==> src/rtl/if_stage.sv <==
// RV32I instruction-fetch stage: owns the PC, fetches over a Wishbone B4 classic
// read master and holds the fetched word plus its decoded raw fields in IF/ID.
`timescale 1ns/1ps
module if_stage #(
    parameter int                    ADDR_WIDTH = 32,
    parameter int                    DATA_WIDTH = 32,
    parameter logic [ADDR_WIDTH-1:0] PC_ADDR    = 32'h8000_0000
) (
    input  logic                  clk,
    input  logic                  reset,
    output logic                  wb_cyc_o,
    output logic                  wb_stb_o,
    input  logic                  wb_ack_i,
    output logic [ADDR_WIDTH-1:0] wb_adr_o,
    input  logic [DATA_WIDTH-1:0] wb_dat_i,
    output logic [3:0]            wb_sel_o,
    output logic                  wb_we_o,
    input  logic                  stall_i,
    input  logic                  flush_i,
    input  logic                  branch_taken_i,
    input  logic [ADDR_WIDTH-1:0] branch_target_i,
    output logic                  valid_o,
    output logic [ADDR_WIDTH-1:0] pc_o,
    output logic [DATA_WIDTH-1:0] inst_o,
    output logic [6:0]            opcode,
    output logic [4:0]            rd,
    output logic [2:0]            funct3,
    output logic [4:0]            rs1,
    output logic [4:0]            rs2,
    output logic [11:0]           I_imm,
    output logic [11:0]           S_imm,
    output logic [11:0]           SB_imm,
    output logic [19:0]           U_imm,
    output logic [19:0]           UJ_imm
);

    typedef enum logic [1:0] {S_FETCH, S_HOLD, S_DRAIN} state_t;

    state_t                state_q, state_d;
    logic                  req_q, req_d;
    logic [ADDR_WIDTH-1:0] pc_q, pc_d;
    logic [ADDR_WIDTH-1:0] adr_q, adr_d;
    logic [ADDR_WIDTH-1:0] skid_pc_q, skid_pc_d;
    logic [DATA_WIDTH-1:0] skid_inst_q, skid_inst_d;
    logic                  valid_q, valid_d;
    logic [ADDR_WIDTH-1:0] id_pc_q, id_pc_d;
    logic [DATA_WIDTH-1:0] id_inst_q, id_inst_d;

    logic                  redirect;
    logic [ADDR_WIDTH-1:0] target;
    logic                  load;
    logic [ADDR_WIDTH-1:0] load_pc;
    logic [DATA_WIDTH-1:0] load_inst;

    assign redirect = flush_i | branch_taken_i;
    assign target   = branch_target_i & ~ADDR_WIDTH'(3);

    always_comb begin
        state_d     = state_q;
        req_d       = req_q;
        pc_d        = pc_q;
        adr_d       = adr_q;
        skid_pc_d   = skid_pc_q;
        skid_inst_d = skid_inst_q;
        load        = 1'b0;
        load_pc     = adr_q;
        load_inst   = wb_dat_i;

        case (state_q)
            S_FETCH: begin
                if (!req_q) begin
                    // Idle cycle between requests: launch, applying any redirect first.
                    req_d = 1'b1;
                    if (branch_taken_i) pc_d = target;
                end else if (redirect) begin
                    if (branch_taken_i) pc_d = target;
                    if (wb_ack_i) req_d   = 1'b0;
                    else          state_d = S_DRAIN;
                end else if (wb_ack_i) begin
                    req_d = 1'b0;
                    pc_d  = pc_q + ADDR_WIDTH'(4);
                    if (stall_i) begin
                        state_d     = S_HOLD;
                        skid_pc_d   = adr_q;
                        skid_inst_d = wb_dat_i;
                    end else begin
                        load = 1'b1;
                    end
                end
            end
            S_HOLD: begin
                if (redirect) begin
                    if (branch_taken_i) pc_d = target;
                    state_d = S_FETCH;
                    req_d   = 1'b1;
                end else if (!stall_i) begin
                    load      = 1'b1;
                    load_pc   = skid_pc_q;
                    load_inst = skid_inst_q;
                    state_d   = S_FETCH;
                    req_d     = 1'b1;
                end
            end
            S_DRAIN: begin
                if (branch_taken_i) pc_d = target;
                if (wb_ack_i) begin
                    req_d   = 1'b0;
                    state_d = S_FETCH;
                end
            end
            default: begin
                state_d = S_FETCH;
                req_d   = 1'b0;
            end
        endcase

        // Bus address is captured only when a request starts, so it is stable while cyc is high.
        if (req_d && !req_q) adr_d = pc_d;

        if (flush_i)      valid_d = 1'b0;
        else if (load)    valid_d = 1'b1;
        else if (stall_i) valid_d = valid_q;
        else              valid_d = 1'b0;

        id_pc_d   = load ? load_pc   : id_pc_q;
        id_inst_d = load ? load_inst : id_inst_q;
    end

    always_ff @(posedge clk or negedge reset) begin
        if (!reset) begin
            state_q     <= S_FETCH;
            req_q       <= 1'b0;
            pc_q        <= PC_ADDR;
            adr_q       <= '0;
            skid_pc_q   <= '0;
            skid_inst_q <= '0;
            valid_q     <= 1'b0;
            id_pc_q     <= '0;
            id_inst_q   <= '0;
        end else begin
            state_q     <= state_d;
            req_q       <= req_d;
            pc_q        <= pc_d;
            adr_q       <= adr_d;
            skid_pc_q   <= skid_pc_d;
            skid_inst_q <= skid_inst_d;
            valid_q     <= valid_d;
            id_pc_q     <= id_pc_d;
            id_inst_q   <= id_inst_d;
        end
    end

    assign wb_cyc_o = req_q;
    assign wb_stb_o = req_q;
    assign wb_adr_o = req_q ? adr_q : '0;
    assign wb_sel_o = 4'b1111;
    assign wb_we_o  = 1'b0;

    assign valid_o = valid_q;
    assign pc_o    = id_pc_q;
    assign inst_o  = id_inst_q;

    // Raw slices only; sign extension is the decoder's job.
    assign opcode = id_inst_q[6:0];
    assign rd     = id_inst_q[11:7];
    assign funct3 = id_inst_q[14:12];
    assign rs1    = id_inst_q[19:15];
    assign rs2    = id_inst_q[24:20];
    assign I_imm  = id_inst_q[31:20];
    assign S_imm  = {id_inst_q[31:25], id_inst_q[11:7]};
    assign SB_imm = {id_inst_q[31], id_inst_q[7], id_inst_q[30:25], id_inst_q[11:8]};
    assign U_imm  = id_inst_q[31:12];
    assign UJ_imm = {id_inst_q[31], id_inst_q[19:12], id_inst_q[20], id_inst_q[30:21]};

endmodule

==> config.mk <==
export PLATFORM = sky130hd
export DESIGN_NAME = if_stage
export DESIGN_NICKNAME = d
export VERILOG_FILES = /design/src/rtl/if_stage.sv
export SDC_FILE = /design/constraint.sdc
export NUM_CORES = 1
export LEC_CHECK = 0
export BUFFER_PORTS_ARGS = -buffer_cell sky130_fd_sc_hd__buf_4
export CAP_MARGIN = 20
export CORE_ASPECT_RATIO = 0.6
export CORE_MARGIN = 5
export CORE_UTILIZATION = 50
export CTS_CLUSTER_SIZE = 40
export DETAILED_ROUTE_END_ITERATION = 8
export PLACE_DENSITY = 0.77
export SKIP_CTS_REPAIR_TIMING = 1
export SYNTH_ARGS = -nofsm -noshare
export SYNTH_HDL_FRONTEND = slang
export SYNTH_SLANG_ARGS = --single-unit
==> constraint.sdc <==
create_clock -name clk -period 3 [get_ports clk]
set_input_delay 0.3 -clock clk [delete_from_list [all_inputs] [get_ports clk]]
set_output_delay 0.3 -clock clk [all_outputs]
set_load 0.02 [all_outputs]
==> results.md, run 1 <==
* Status: finished clean
* Final setup viols at 0
* Worst hold slack at 0.0718 ns
* Via count of the first global-routing pass at 7538
* DR DRC count at 0
* Setup crit start kind: flop
* Reg2Reg Setup Slack at 0.52 ns
* Layout fillers at 1664
* Max Cap Viol at 0
* PwrDens at 1110 nW/um^2
* Iteration-0 DRC count of the detailed router at 633
* Seq/Total Area, Yosys at 48.1%
* Clock buffer depth at 2
* Slowest cell delay on critical path at 0.72 ns
* Synth Area in XOR/XNOR at 0.516%
* Critical Path RT at 3.29 ns
* Initial antenna violation count at 0
* TritonCTS clock tree: yes
* Pleak at 6.26 nW
* #FFs+latches synth at 196
* Synth unique cells at 65
* Cells after synthesis at 937
* Slew at the pin with the worst max-slew slack at 1.05 ns
* Crit. End Element: flop
* Pin count of the biggest net entering global routing at 91
* Max-slew headroom at 29.4%
* CTS Buf Count at 17
* Post-Synth Simple-Gate Area at 12.7%
* GR Overflow Total at 0
* Nets at 1156
* Final Util at 61.7%
* HP Start: flush_i
* Wire per inst at 18.9 um
* CTS clk-pin slew, worst paths at 0.07 ns
* Pre-Repair DR Iteration Count at 5
* First-pass GRT wire length at 41700 um
* Min Tclk post-route at 2.48 ns
* Critical path's slowest cell: dfrtp_1
* Post-synth EDFFs at 0
* Chip width at 194 um
* CP Data Arrival Time at 2.77 ns
* Main combinational cell family by area after synthesis: multiplexers
* DR vias at 7483
* Row count at 40
* Antenna Nets Post-Route at 0
* GRT Resource Usage Total at 22.0%
* Final Max Tran Viols at 0
* Hold WC Path Type: in2reg
* H-tree levels at 4
* Vias per cell at 5.46
* Yosys warning count at 0
* Total Wirelength at 25900 um
* Async S/R FF share, synth at 100%
* Crit path kind: reg2reg
* Clk sinks at 196
* Synth Cell Area at 10200 um^2
* Synth Area in Adders at 0.123%
* Final hold vios at 0
* Post-synthesis mux area share at 17.6%
* Synth Flop Type: dfrtp_1
* Synth Area in Compound Gates at 9.84%
* Critical path peak fanout at 14
* Overall power at 0.0137 W
* GPL Wtd Cong at 0.944
* Setup tns final at 0 ns
* Ant. Diodes at 0
* Clock Root Buffer: clkbuf_16
* Final worst path period share at 82.7%
* Io pins at 275
* Initial core utilization at 50.9%
* Share of cells above drive strength 1 at 37.9%
* Average cell area after synthesis at 10.9 um^2
* Clk_skew at 0.0115 ns
* Full die area at 23400 um^2
* Most numerous cell on the critical path: nor2_1
* Area Growth Syn to Fin at 21.2%
* Critical R2R Launch: state_q[0]
* Critical path, cell by cell: nor4b_1, nor2_1, nor2_1, a311oi_1, o31ai_1
* Critical Path Start: state_q[0]
* RSZ-0062 raised after global routing: no
* Max frequency at 403 MHz
* DP Wirelength at 18600 um
* Clock Latency Late Sink at 0.43 ns
* Die Ht at 121 um
* IR drop worst, VDD at 0.688 mV
* I/O Buffers at 267
* Core area at 20000 um^2
## worst max-delay path: cells and delay by family (launching register included)
kind               cells  cell delay, ns
DFF                    1            0.72
and+or+nand+nor        3            1.04
AOI/OAI and AO/OA      2            0.58
## layer usage
| layer | vias up | global-route usage [%] | share of wire (%) |
|---|---|---|---|
| met3 | 27 | 6.29 | 9.1 |
| met5 | - | 0 | 0 |
| li1 | 3479 | - | - |
| met1 | 3654 | 32.9 | 47 |
| met2 | 323 | 32.3 | 44 |
| met4 | 0 | 4.17 | 0.77 |
## state kept, by name, indices dropped and copies added (netlist names)
| register | flops |
|---|---|
| wb_cyc_o | 1 |
| valid_o | 1 |
| pc_o | 32 |
| state_q | 2 |
| pc_q | 32 |
| skid_inst_q | 32 |
| inst_o | 32 |
| adr_q | 32 |
| skid_pc_q | 32 |
## Yosys cell counts (5+ instances only)
| cell type | n | area [um^2] |
|---|---|---|
| dfrtp_1 | 195 | 4880 |
| buf_4 | 109 | 818 |
| nor2_1 | 92 | 345 |
| a21oi_1 | 83 | 415 |
| mux2i_1 | 71 | 711 |
| mux2_4 | 60 | 901 |
| nand2_1 | 46 | 173 |
| and2_1 | 40 | 250 |
| buf_2 | 26 | 130 |
| o21ai_0 | 25 | 125 |
| clkbuf_1 | 17 | 63.8 |
| mux2_2 | 16 | 180 |
| nand4_1 | 13 | 81.3 |
| nand3_1 | 9 | 45.0 |
| and3_1 | 8 | 50.1 |
| buf_1 | 7 | 26.3 |
| nor3_1 | 7 | 35.0 |
| a211oi_1 | 6 | 45.0 |
| a311oi_1 | 6 | 52.6 |
| buf_6 | 6 | 67.6 |
| o22ai_1 | 6 | 37.5 |
| a22oi_1 | 5 | 37.5 |
| and4_1 | 5 | 43.8 |
| inv_1 | 5 | 18.8 |
| o211ai_1 | 5 | 37.5 |
| o31ai_1 | 5 | 37.5 |
## layout make-up
type / count / area, um^2 / area share, %
Clock buffer: 17 / 425 / 3.45
Clock inverter: 15 / 180 / 1.46
Inverter: 5 / 18.8 / 0.152
Multi-Input combinational cell: 574 / 4210 / 34.1
Sequential cell: 196 / 4910 / 39.7
Tap cell: 273 / 342 / 2.77
Timing Repair Buffer: 291 / 2270 / 18.4
## through the flow
step	worst slack [ns]	std cells	area (um^2)
2_1_floorplan	1.04	940	10200
3_3_place_gp	0.477	1338	11700
3_5_place_dp	0.442	1338	11700
4_1_cts	0.561	1370	12300
5_1_grt	0.333	1371	12300
6_report	0.520	1371	12300
## logic make-up (layout without fill, tap and decap cells)
kind of cell	count (synthesis)	in the layout
flops	196	196
fa+ha+maj	1	1
buf+inv	170	328
mux	147	147
compound gates	167	167
other cells	2	5
simple gates	248	248
xor+xnor	6	6
## placed cells by master, fill, tap and decap left out, types with 6 or more instances in the layout
master / Yosys / layout
o21ai_0: 25 / 25
nor2_1: 92 / 92
clkinv_8: 0 / 6
mux2_4: 60 / 60
o22ai_1: 6 / 6
mux2i_1: 71 / 71
buf_4: 109 / 283
nand2_1: 46 / 46
nor3_1: 7 / 7
and3_1: 8 / 8
dfrtp_1: 195 / 195
buf_12: 0 / 6
and2_1: 40 / 40
mux2_2: 16 / 16
clkbuf_16: 0 / 17
nand4_1: 13 / 13
a21oi_1: 83 / 83
nand3_1: 9 / 9
## final timing paths
path,end,depth (start not counted)
worst min-delay path,valid_o,2
worst min register to register,pc_q[0],1
max in group asynchronous,pc_q[31],3
min in group asynchronous,pc_o[22],2
worst max-delay path,adr_q[17],5
worst max register to register,adr_q[17],5
## where the power goes
part | switching, W | internal [W] | leakage, nW
Sequential | 0.00110 | 0.00379 | 2.36
Clock | 0.00115 | 0.00113 | 0.295
Combinational | 0.00350 | 0.00305 | 3.61
Total | 0.00575 | 0.00798 | 6.26
Note: power is estimated with default switching activity, not from simulation.
==> inputs of run 2 (changes only) <==
==> constraint.sdc (replaced) <==
create_clock -name clk -period 2.6 [get_ports clk]
set_input_delay 0.26 -clock clk [delete_from_list [all_inputs] [get_ports clk]]
set_output_delay 0.26 -clock clk [all_outputs]
set_load 0.02 [all_outputs]
==> results.md, run 2 (synthesized netlist as in run 1, its figures left out) <==
* CTS clk-pin slew, worst paths at 0.07 ns (about the same)
* Final hold vios at 0 (unchanged)
* Pin count of the biggest net entering global routing at 67 (-26%)
* Die Ht at 121 um (unchanged)
* Reg power frac at 34.9% (-0.7 points)
* GRT Resource Usage Total at 22.3% (+0.26 points)
* Wire per inst at 19.2 um (+1.6%)
* Total Wirelength at 26500 um (+2.4%)
* CTS Buf Count at 17 (unchanged)
* Pleak at 6.30 nW (+0.52%)
* Core area at 20000 um^2 (unchanged)
* P_sw at 0.00656 W (+14%)
* Max-slew headroom at 58.7% (+29 points)
* Full die area at 23400 um^2 (unchanged)
* Area Growth Syn to Fin at 21.9%
* Reg2Reg Setup Slack at 0.28 ns (-0.24 ns)
* DP Wirelength at 19100 um (+2.4%)
* IR drop worst, VDD at 0.782 mV (+14%)
* Via count of the first global-routing pass at 7626 (+1.2%)
* I/O Buffers at 267 (unchanged)
* Clk_skew at 0.00980 ns (-0.00172 ns)
* Hold WC Path Type: in2reg
* Max Cap Viol at 0 (unchanged)
* Antenna Nets Post-Route at 0 (unchanged)
* Io pins at 275 (unchanged)
* Commonest cells after routing, fill and taps aside: buf_4 (296), dfrtp_1 (195), nor2_1 (92)
* M2 GR Usage at 33.8% (+1.5 points)
* Clock Root Buffer: clkbuf_16
* CP Data Arrival Time at 2.66 ns (-0.11 ns)
* Setup tns final at 0 ns (unchanged)
* GR Overflow Total at 0 (unchanged)
* Final setup viols at 0 (unchanged)
* Clk network pwr share at 17.9% (+1.3 points)
* Routing usage on met1 at 32.3% (-0.65 points)
* Initial antenna violation count at 0 (unchanged)
* Slew at the pin with the worst max-slew slack at 0.620 ns (-0.429 ns)
* Critical path, cell by cell: nor3b_1, nand2_1, a211oi_4, buf_12, nor2_1, a21oi_1
* First-pass GRT wire length at 42300 um (+1.3%)
* Status: finished clean
* Vias per cell at 5.46 (about the same)
* Clock buffer depth at 2 (unchanged)
* Final worst path period share at 89.1% (+6.4 points)
* Ant. Diodes at 0 (unchanged)
* RSZ-0062 raised after global routing: no
* GPL Wtd Cong at 0.963 (+2.0%)
* TritonCTS clock tree: yes
* Grt met3 use at 6.24% (-0.056 points)
* Commonest non-fill, non-tap cell in the layout: buf_4
* Crit. End Element: flop
* Initial core utilization at 50.9% (unchanged)
* Critical path peak fanout at 64 (+50)
* Internal at 0.00955 W (+20%)
* Max frequency at 432 MHz (+7.1%)
* Min Tclk post-route at 2.32 ns (-0.165 ns)
* Clock Latency Late Sink at 0.43 ns (about the same)
* Crit path kind: reg2reg
* PwrDens at 1300 nW/um^2 (+17%)
* Iteration-0 DRC count of the detailed router at 549 (-13%)
* Critical path's slowest cell: dfrtp_1
* DR DRC count at 0 (unchanged)
* H-tree levels at 4 (unchanged)
* Share of cells above drive strength 1 at 38.4% (+0.56 points)
* Slowest cell delay on critical path at 0.61 ns (-0.11 ns)
* Layout fillers at 1636 (-1.7%)
* Final Max Tran Viols at 0 (unchanged)
* Setup crit start kind: flop
* Row count at 40 (unchanged)
* Critical Path RT at 2.94 ns (-0.35 ns)
* GR peak layer: met2
* Nets at 1166 (+0.87%)
* Logic gate share of total power at 47.2% (-0.5 points)
* Clk sinks at 196 (unchanged)
* Pre-Repair DR Iteration Count at 5 (unchanged)
* DR vias at 7536 (+0.71%)
* Chip width at 194 um (unchanged)
* Pre-CTS WS at 0.291 ns (-0.151 ns)
* Switching share of power at 40.7% (-1.2 points)
* Setup ws final at 0.285 ns (-0.235 ns)
==> run 2: cell types whose count changed in the layout (fill, tap and decap cells not counted) <==
cell        delta
clkinvlp_4     +5
clkinv_8       -6
clkbuf_8       +1
buf_4         +13
inv_6          -1
inv_8          -2
bufinv_16      +4
buf_12         -3
clkinv_4       -1
==> run 2: final cells by class <==
class	count	area, um^2	area share [%]
timing repair buffer	301	2310	18.6
clock buffer	18	439	3.54
clock inverter	14	200	1.61
sequential	196	4910	39.5
inverter	5	18.8	0.151
multi-input combinational	574	4210	33.9
tap	273	342	2.75
==> run 2: metrics by stage <==
step | util [%] | hold slack (ns) | power (W) | area (um^2) | instances
after floorplan | - | -0.0356 | 0.0108 | 10200 | 940
after global placement | 58.8 | 0.207 | 0.0131 | 11800 | 1348
after detailed placement | 58.8 | 0.201 | 0.0133 | 11800 | 1348
after CTS | 62.0 | -0.261 | 0.0162 | 12400 | 1380
after global routing | 62.0 | 0.0281 | 0.0170 | 12400 | 1381
final | 62.0 | 0.0310 | 0.0161 | 12400 | 1381
==> run 2: worst max-delay path: cells and delay by family (launching register included) <==
family,cells,cell delay [ns]
AO/OA/AOI/OAI,2,0.69
buffers and inverters,1,0.32
AND/OR/NAND/NOR,3,0.54
flip-flops,1,0.61
==> run 2: per-layer routing <==
| metal | up-vias | share of wire (%) |
|---|---|---|
| met1 | 3729 | 47 |
| li1 | 3494 | - |
| met4 | 0 | 0.72 |
| met3 | 24 | 7.8 |
| met5 | - | 0 |
| met2 | 289 | 45 |
==> run 2: power by group through the flow <==
stage	logic [W]	registers, W	clock network, W
finish	0.00760	0.00562	0.00289
CTS	0.00769	0.00562	0.00293
global route	0.00810	0.00585	0.00307
global placement	0.00752	0.00556	0
floorplan	0.00492	0.00592	0
detailed placement	0.00766	0.00564	0
==> run 2: path summary, 6_finish.rpt <==
path                            depth (start not counted)       start             to
worst min-delay path                                    2     flush_i        valid_o
max in group asynchronous                               3       reset  skid_pc_q[25]
min in group asynchronous                               2       reset  skid_pc_q[22]
worst max register to register                          6  state_q[0]     inst_o[31]
worst min register to register                          1     pc_q[1]        pc_q[1]
worst max-delay path                                    6  state_q[0]     inst_o[31]
